### config.mk
export PLATFORM = sky130hd
export DESIGN_NAME = alu_pipe
export DESIGN_NICKNAME = d
export VERILOG_FILES = /design/src/rtl/alu_pkg.sv /design/src/rtl/kernel_conv3x3.sv /design/src/rtl/alu_pipe.sv
export SDC_FILE = /design/constraint.sdc
export NUM_CORES = 1
export LEC_CHECK = 0
export CAP_MARGIN = 20
export CORE_ASPECT_RATIO = 0.5
export CORE_MARGIN = 2
export CORE_UTILIZATION = 28
export CTS_BUF_LIST = sky130_fd_sc_hd__clkbuf_16
export DETAILED_ROUTE_END_ITERATION = 12
export PLACE_DENSITY = 0.77
export SKIP_LAST_GASP = 1
export SYNTH_ARGS = -nofsm -noshare
export SYNTH_HDL_FRONTEND = slang
export SYNTH_SLANG_ARGS = --single-unit
export TNS_END_PERCENT = 1
### constraint.sdc
create_clock -name clk -period 1.7 [get_ports clk]
set_clock_uncertainty 0.1 [all_clocks]
set_input_delay 0.34 -clock clk [delete_from_list [all_inputs] [get_ports clk]]
set_output_delay 0.34 -clock clk [all_outputs]
set_load 0.03 [all_outputs]
### src/rtl/alu_pkg.sv
// alu_pkg: shared types and tables for alu_pipe.
//   funcode_e    arithmetic op select (add/sub/cmp/mov)
//   kernelsel_e  3x3 kernel select (identity/gaussian/sharpen/edge)
//   CPSR_*       bit positions of {N,Z,C,V} in cpsr
//   kcoef()      signed coefficient for a kernel tap (0..8, row-major)
//   kshift()     arithmetic right shift applied after accumulation
package alu_pkg;

   typedef enum logic [1:0] {
      FN_ADD = 2'b00,
      FN_SUB = 2'b01,
      FN_CMP = 2'b10,
      FN_MOV = 2'b11
   } funcode_e;

   typedef enum logic [1:0] {
      K_IDENT = 2'b00,
      K_GAUSS = 2'b01,
      K_SHARP = 2'b10,
      K_EDGE  = 2'b11
   } kernelsel_e;

   localparam logic [1:0] FT_KERNEL = 2'b11;

   localparam int CPSR_N = 3;
   localparam int CPSR_Z = 2;
   localparam int CPSR_C = 1;
   localparam int CPSR_V = 0;

   // All four kernels are symmetric, so a tap is fully described by
   // whether it is the center, a corner or an edge-adjacent position.
   function automatic logic signed [4:0] kcoef(input logic [1:0] ksel, input logic [3:0] tap);
      logic center, corner;
      center = (tap == 4'd4);
      corner = (tap == 4'd0) || (tap == 4'd2) || (tap == 4'd6) || (tap == 4'd8);
      case (ksel)
         K_IDENT: kcoef = center ? 5'sd1 : 5'sd0;
         K_GAUSS: kcoef = center ? 5'sd4 : (corner ? 5'sd1 : 5'sd2);
         K_SHARP: kcoef = center ? 5'sd5 : (corner ? 5'sd0 : -5'sd1);
         default: kcoef = center ? 5'sd8 : -5'sd1;
      endcase
   endfunction

   // Only the gaussian needs normalising (coefficients sum to 16).
   function automatic logic [2:0] kshift(input logic [1:0] ksel);
      kshift = (ksel == K_GAUSS) ? 3'd4 : 3'd0;
   endfunction

endpackage

### src/rtl/kernel_conv3x3.sv
// kernel_conv3x3: sequential 3x3 convolution, one multiply-add per cycle.
//   clk, rst_n   clock / async active-low reset (aborts any operation)
//   start        pulse in IDLE: latch kernelsel + window, clear accumulator
//   kernelsel    kernel select (alu_pkg::kernelsel_e)
//   window       window[r], pixel c at bits [(3-c)*PIX-1 -: PIX]
//   busy         high while in MAC or SCALE
//   done         one-cycle pulse in SCALE; kres/kclamp valid with it
//   kres         scaled, clamped result in [0, 2^PIX-1]
//   kclamp       clamp was applied at either bound
// Only compiled into kernel-enabled builds (macro ALU_KERNEL_EN).
`ifdef ALU_KERNEL_EN
module kernel_conv3x3
   import alu_pkg::*;
#(
   parameter int PIX   = 8,
   parameter int ACC_W = PIX + 5
) (
   input  logic                      clk,
   input  logic                      rst_n,
   input  logic                      start,
   input  logic [1:0]                kernelsel,
   input  logic [2:0][3*PIX-1:0]     window,
   output logic                      busy,
   output logic                      done,
   output logic [PIX-1:0]            kres,
   output logic                      kclamp
);

   localparam logic [1:0] ST_IDLE  = 2'd0;
   localparam logic [1:0] ST_MAC   = 2'd1;
   localparam logic [1:0] ST_SCALE = 2'd2;

   localparam logic signed [ACC_W-1:0] PMAX = ACC_W'((2 ** PIX) - 1);

   logic [1:0]              state;
   logic [3:0]              tap;
   logic [1:0]              ksel_q;
   logic [2:0][3*PIX-1:0]   win_q;
   logic signed [ACC_W-1:0] acc;

   logic [8:0][PIX-1:0]     taps;
   logic signed [ACC_W-1:0] pxs, cfs, prod, sh;

   // Flatten the window into row-major tap order.
   always_comb begin
      for (int r = 0; r < 3; r++)
         for (int c = 0; c < 3; c++)
            taps[r*3+c] = win_q[r][(3-c)*PIX-1 -: PIX];
   end

   // Pixel is unsigned, coefficient signed; both widened to ACC_W so the
   // product is exact.
   always_comb begin
      pxs  = signed'(ACC_W'(taps[tap]));
      cfs  = ACC_W'(kcoef(ksel_q, tap));
      prod = pxs * cfs;
   end

   always_ff @(posedge clk or negedge rst_n) begin
      if (!rst_n) begin
         state  <= ST_IDLE;
         tap    <= '0;
         ksel_q <= '0;
         win_q  <= '0;
         acc    <= '0;
      end else begin
         case (state)
            ST_IDLE: if (start) begin
               ksel_q <= kernelsel;
               win_q  <= window;
               acc    <= '0;
               tap    <= '0;
               state  <= ST_MAC;
            end
            ST_MAC: begin
               acc <= acc + prod;
               if (tap == 4'd8) state <= ST_SCALE;
               else             tap   <= tap + 4'd1;
            end
            ST_SCALE: state <= ST_IDLE;
            default:  state <= ST_IDLE;
         endcase
      end
   end

   assign busy = (state != ST_IDLE);
   assign done = (state == ST_SCALE);

   always_comb begin
      sh = acc >>> kshift(ksel_q);
      if (sh[ACC_W-1]) begin
         kres   = '0;
         kclamp = 1'b1;
      end else if (sh > PMAX) begin
         kres   = '1;
         kclamp = 1'b1;
      end else begin
         kres   = sh[PIX-1:0];
         kclamp = 1'b0;
      end
   end

endmodule
`endif

### src/rtl/alu_pipe.sv
// alu_pipe: clocked, handshaked execute-stage ALU.
//   clk, rst_n            clock / async active-low reset
//   in_valid, in_ready    operation handshake (in_ready stalls upstream)
//   funtype               2'b11 kernel op, else arithmetic
//   funcode               00 add, 01 sub, 10 cmp, 11 mov
//   kernelsel             00 identity, 01 gaussian, 10 sharpen, 11 edge
//   opa, opb              operands (mov passes opb)
//   window                3x3 pixel window for kernel ops
//   out_valid, out_ready  result handshake (out_ready = writeback takes it)
//   result, result_we     result and its write enable (0 for cmp)
//   cpsr                  {N,Z,C,V} of the op
// Build option ALU_KERNEL_EN: enables the multi-cycle 3x3 convolution.
// Without it a kernel op completes in one cycle with result 0, no write,
// and cpsr 4'b0101 (V marks the op as unsupported).
module alu_pipe
   import alu_pkg::*;
#(
   parameter int BUS   = 8,
   parameter int PIX   = 8,
   parameter int ACC_W = PIX + 5
) (
   input  logic                  clk,
   input  logic                  rst_n,
   input  logic                  in_valid,
   output logic                  in_ready,
   input  logic [1:0]            funtype,
   input  logic [1:0]            funcode,
   input  logic [1:0]            kernelsel,
   input  logic [BUS-1:0]        opa,
   input  logic [BUS-1:0]        opb,
   input  logic [2:0][3*PIX-1:0] window,
   output logic                  out_valid,
   input  logic                  out_ready,
   output logic [BUS-1:0]        result,
   output logic                  result_we,
   output logic [3:0]            cpsr
);

   logic accept, is_kern, busy;

   // A new op may enter in the same cycle the held result is consumed.
   assign in_ready = ~busy & (~out_valid | out_ready);
   assign accept   = in_valid & in_ready;
   assign is_kern  = (funtype == FT_KERNEL);

   // Single adder: sub/cmp as opa + ~opb + 1, mov as 0 + opb.
   logic [BUS-1:0] a_eff, b_eff, ar_res;
   logic           cin, ar_c, ar_v;

   always_comb begin
      a_eff = opa;
      b_eff = opb;
      cin   = 1'b0;
      case (funcode)
         FN_SUB, FN_CMP: begin
            b_eff = ~opb;
            cin   = 1'b1;
         end
         FN_MOV:  a_eff = '0;
         default: ;
      endcase
      {ar_c, ar_res} = {1'b0, a_eff} + {1'b0, b_eff} + (BUS+1)'(cin);
      ar_v = (a_eff[BUS-1] == b_eff[BUS-1]) && (ar_res[BUS-1] != a_eff[BUS-1]);
   end

`ifdef ALU_KERNEL_EN
   logic           k_done, k_clamp;
   logic [PIX-1:0] k_res;

   kernel_conv3x3 #(.PIX(PIX), .ACC_W(ACC_W)) u_kern (
      .clk       (clk),
      .rst_n     (rst_n),
      .start     (accept & is_kern),
      .kernelsel (kernelsel),
      .window    (window),
      .busy      (busy),
      .done      (k_done),
      .kres      (k_res),
      .kclamp    (k_clamp)
   );
`else
   logic unused_inputs;
   assign unused_inputs = ^{window, kernelsel};
   assign busy          = 1'b0;
`endif

   // Next value for the output register; ld marks a new result this edge.
   logic           ld, ld_we;
   logic [BUS-1:0] ld_res;
   logic [3:0]     ld_cpsr;

   always_comb begin
      ld      = 1'b0;
      ld_res  = ar_res;
      ld_we   = (funcode != FN_CMP);
      ld_cpsr = {ar_res[BUS-1], ar_res == '0, ar_c, ar_v};
      if (accept && !is_kern) begin
         ld = 1'b1;
      end
`ifdef ALU_KERNEL_EN
      else if (k_done) begin
         ld      = 1'b1;
         ld_res  = BUS'(k_res);
         ld_we   = 1'b1;
         ld_cpsr = {1'b0, k_res == '0, 1'b0, k_clamp};
      end
`else
      else if (accept) begin
         ld      = 1'b1;
         ld_res  = '0;
         ld_we   = 1'b0;
         ld_cpsr = 4'b0101;
      end
`endif
   end

   always_ff @(posedge clk or negedge rst_n) begin
      if (!rst_n) begin
         out_valid <= 1'b0;
         result    <= '0;
         result_we <= 1'b0;
         cpsr      <= '0;
      end else if (ld) begin
         out_valid <= 1'b1;
         result    <= ld_res;
         result_we <= ld_we;
         cpsr      <= ld_cpsr;
      end else if (out_ready) begin
         out_valid <= 1'b0;
      end
   end

endmodule
==> flow_summary.json <==
{
  "r2r_cells": 7,
  "status": "finished, violations left",
  "yosys.area.top_type": "dfrtp_1",
  "synth.avg_cell_area_sq_um": 9.45,
  "antenna_left": 0,
  "critical_path_class": "in -> reg",
  "core_region_area_sq_um": 3530,
  "seqPwrFrac": 0.216,
  "r2r_start": "out_valid$_DFFE_PN0P_",
  "final_hold_viol_count": 0,
  "cts_tree": "done",
  "drv_cap": 0,
  "start_util": 0.300,
  "synth_area_leaders": "dfrtp_1 (31%), ha_1 (11%), xnor2_1 (9.1%)",
  "finalWorstSetupSlack_ns": -0.842,
  "rows": 15,
  "p_switching_uw": 758,
  "synth_top_area_frac": 0.307,
  "finalCriticalPeriod_ns": 2.54,
  "cts_buffer_depth": 2,
  "cts.reportedPaths.clkPinSlew_ns": 0.05,
  "grt_max_degree": 14,
  "cp.required_ns": 1.75,
  "syn_nets": 220,
  "cp_common_cell": "xnor2_2",
  "n_antenna_cell": 0,
  "path_max_fanout": 4,
  "pin_count": 113,
  "grt_setup_unrepaired": "true",
  "area_growth_pct": 82.3,
  "end_kind": "flip-flop",
  "clkSinkCount": 13,
  "leakage_uw": 0.000892,
  "drc_errors": 0,
  "power_frac_clock": 0.221,
  "cp.arrival_ns": 2.59,
  "worst_pin_slew_ns": 0.337,
  "drive_gt1_frac": 0.390,
  "irDropWorstVdd_v": 0.000406,
  "combPwrFrac": 0.563,
  "r2r_setup_slack_ns": 0.05,
  "hold_path_class": "in -> async",
  "power.internal_uw": 1260,
  "setup_viol": 19,
  "synth_commonest_cells": "dfrtp_1 (13), nand2_1 (13), xnor2_1 (11)",
  "clkLatencyLatePin_ns": 0.24,
  "final_core_util": 0.547,
  "drt-initial-drc-count": 22,
  "h-tree-depth": 1,
  "cp_slowest_cell": "fa_2",
  "cts_root_buffer": "clkbuf_16",
  "r2r_end": "cpsr[2]$_DFFE_PN0P_",
  "die_y_microns": 47.5,
  "port_buffers": 38,
  "detailed_place_hpwl_microns": 2330,
  "grt_pass1_wl_microns": 4930,
  "antenna_found_initial": 0,
  "die_w_microns": 91.0,
  "synth_warnings": 0,
  "worst_hold_slack_ns": 0.306,
  "violations": "negative setup slack",
  "grt_overflow": 0,
  "postSynth.topFlopCell": "dfrtp_1",
  "yosys_register_bits": 13,
  "slew_viol_final": 0,
  "viasPerCell": 4.80,
  "power_uw": 2020,
  "die-area_sq_um": 4320,
  "drt_wl_total_microns": 3330,
  "synth_cells": 112,
  "num_vias": 1118,
  "nets": 291,
  "place.gp.congestion": 0.785,
  "ys_types": 32,
  "synthesis.area_sq_um": 1060,
  "maxSlewHeadroom": 0.773,
  "swShare": 0.376,
  "drt-pass1-iter-count": 4,
  "synth_edf_count": 0,
  "grt_pass1_vias": 1072,
  "path_cells": "buf_6 -> inv_4 -> ha_4 -> xnor2_2 -> inv_2 -> fa_2 -> nand2b_4 -> a21oi_4 -> xnor2_2 -> a41oi_2 -> a211o_1 -> nor4_2",
  "power_density_nw_per_um2": 1050,
  "grt_util_all_layers": 0.148,
  "ys_seq_area_frac": 0.307,
  "async_flop_share": 1.00,
  "wl_per_cell_microns": 14.3,
  "max_freq_ghz": 0.393,
  "cts_made_buffers": 3,
  "cpPeakStageDelay_ns": 0.34,
  "period_share": 1.50,
  "cts_hold_buffers": 0,
  "startpoint_type": "input port"
}
-- timing repair --
action | in CTS | in global routing
pin swaps | 3 | 11
buffers inserted | 0 | 4
gates resized for setup | 15 | 24
endpoints found under the setup margin | 24 | 24
-- per-stage QoR --
stage	setup TNS (ns)	cells	setup slack (ns)	instance area (sq um)
final	-4.74	233	-0.842	1930
after CTS	-5.52	229	-0.752	1840
after global placement	-11.38	225	-1.29	1710
after floorplan	-4.85	112	-0.730	1090
after detailed placement	-12.29	225	-1.43	1710
after global routing	-5.86	233	-0.922	1930
-- cells by family (layout without fill, tap and decap cells) --
logic type	after synthesis	in the layout	share of synthesized area
adder cells (fa/ha/maj)	10	10	0.125
multiplexers	2	2	0.0189
buffers and inverters	6	76	0.0284
XOR/XNOR	13	13	0.108
flip-flops	13	13	0.307
AO/OA/AOI/OAI	27	27	0.170
AND/OR/NAND/NOR	41	41	0.242
-- area by class of cell --
| type | count | area, sq um |
|---|---|---|
| fill | 276 | 1600 |
| multi-input combinational | 93 | 816 |
| timing repair buffer | 69 | 631 |
| sequential | 13 | 325 |
| clock buffer | 3 | 75.1 |
| tap | 51 | 63.8 |
| inverter | 3 | 13.8 |
| clock inverter | 1 | 5.00 |
-- power by group through the flow --
stage	registers, uW	logic, uW	clock network (uW)
after detailed placement	438	1020	0
final	436	1140	446
after global routing	443	1200	455
after CTS	435	1060	447
after global placement	439	1000	0
after floorplan	590	423	0
-- layout by cell type (no fill, tap or decap), types with 3 or more instances in the layout --
master	instances
nor2_4	3
and2b_2	6
dfrtp_1	13
a21oi_1	7
clkdlybuf4s50_1	31
buf_4	30
nand2_1	13
dlymetal6s2s_1	4
buf_6	4
ha_1	6
nor2_1	4
nand2b_1	3
xnor2_1	9
o21ai_1	6
nor2_2	3
a21o_1	4
clkbuf_16	3
-- state kept, by name, summed over array words and instances, names as in the netlist --
register,flops
result_we,1
cpsr,3
result,8
out_valid,1
-- routing by layer --
metal | share of wire | GRT usage | vias to the layer above
met5 | 0 | 0 | -
met4 | 0.025 | 0.0939 | 0
met3 | 0.031 | 0.0189 | 10
met2 | 0.52 | 0.274 | 34
met1 | 0.43 | 0.175 | 550
li1 | - | - | 524
-- how the worst max path moves through the flow --
stage                           to       start  cells past startpoint  slack, ns
2_1_floorplan  cpsr[2]$_DFFE_PN0P_  funcode[0]                     12      -0.73
3_3_place_gp   cpsr[2]$_DFFE_PN0P_  funcode[0]                     12      -1.29
3_5_place_dp   cpsr[2]$_DFFE_PN0P_  funcode[0]                     11      -1.43
4_1_cts        cpsr[2]$_DFFE_PN0P_  funcode[0]                     12      -0.75
5_1_grt        cpsr[2]$_DFFE_PN0P_  funcode[0]                     12      -0.92
6_report       cpsr[2]$_DFFE_PN0P_  funcode[0]                     12      -0.84
-- critical path, delay by kind of cell --
family	cells	cell delay [ns]
buffers and inverters	3	0.19
AND/OR/NAND/NOR	2	0.43
AO/OA/AOI/OAI	3	0.64
XOR/XNOR	2	0.39
adder cells (fa/ha/maj)	2	0.61
Note: power is estimated with default switching activity, not from simulation.
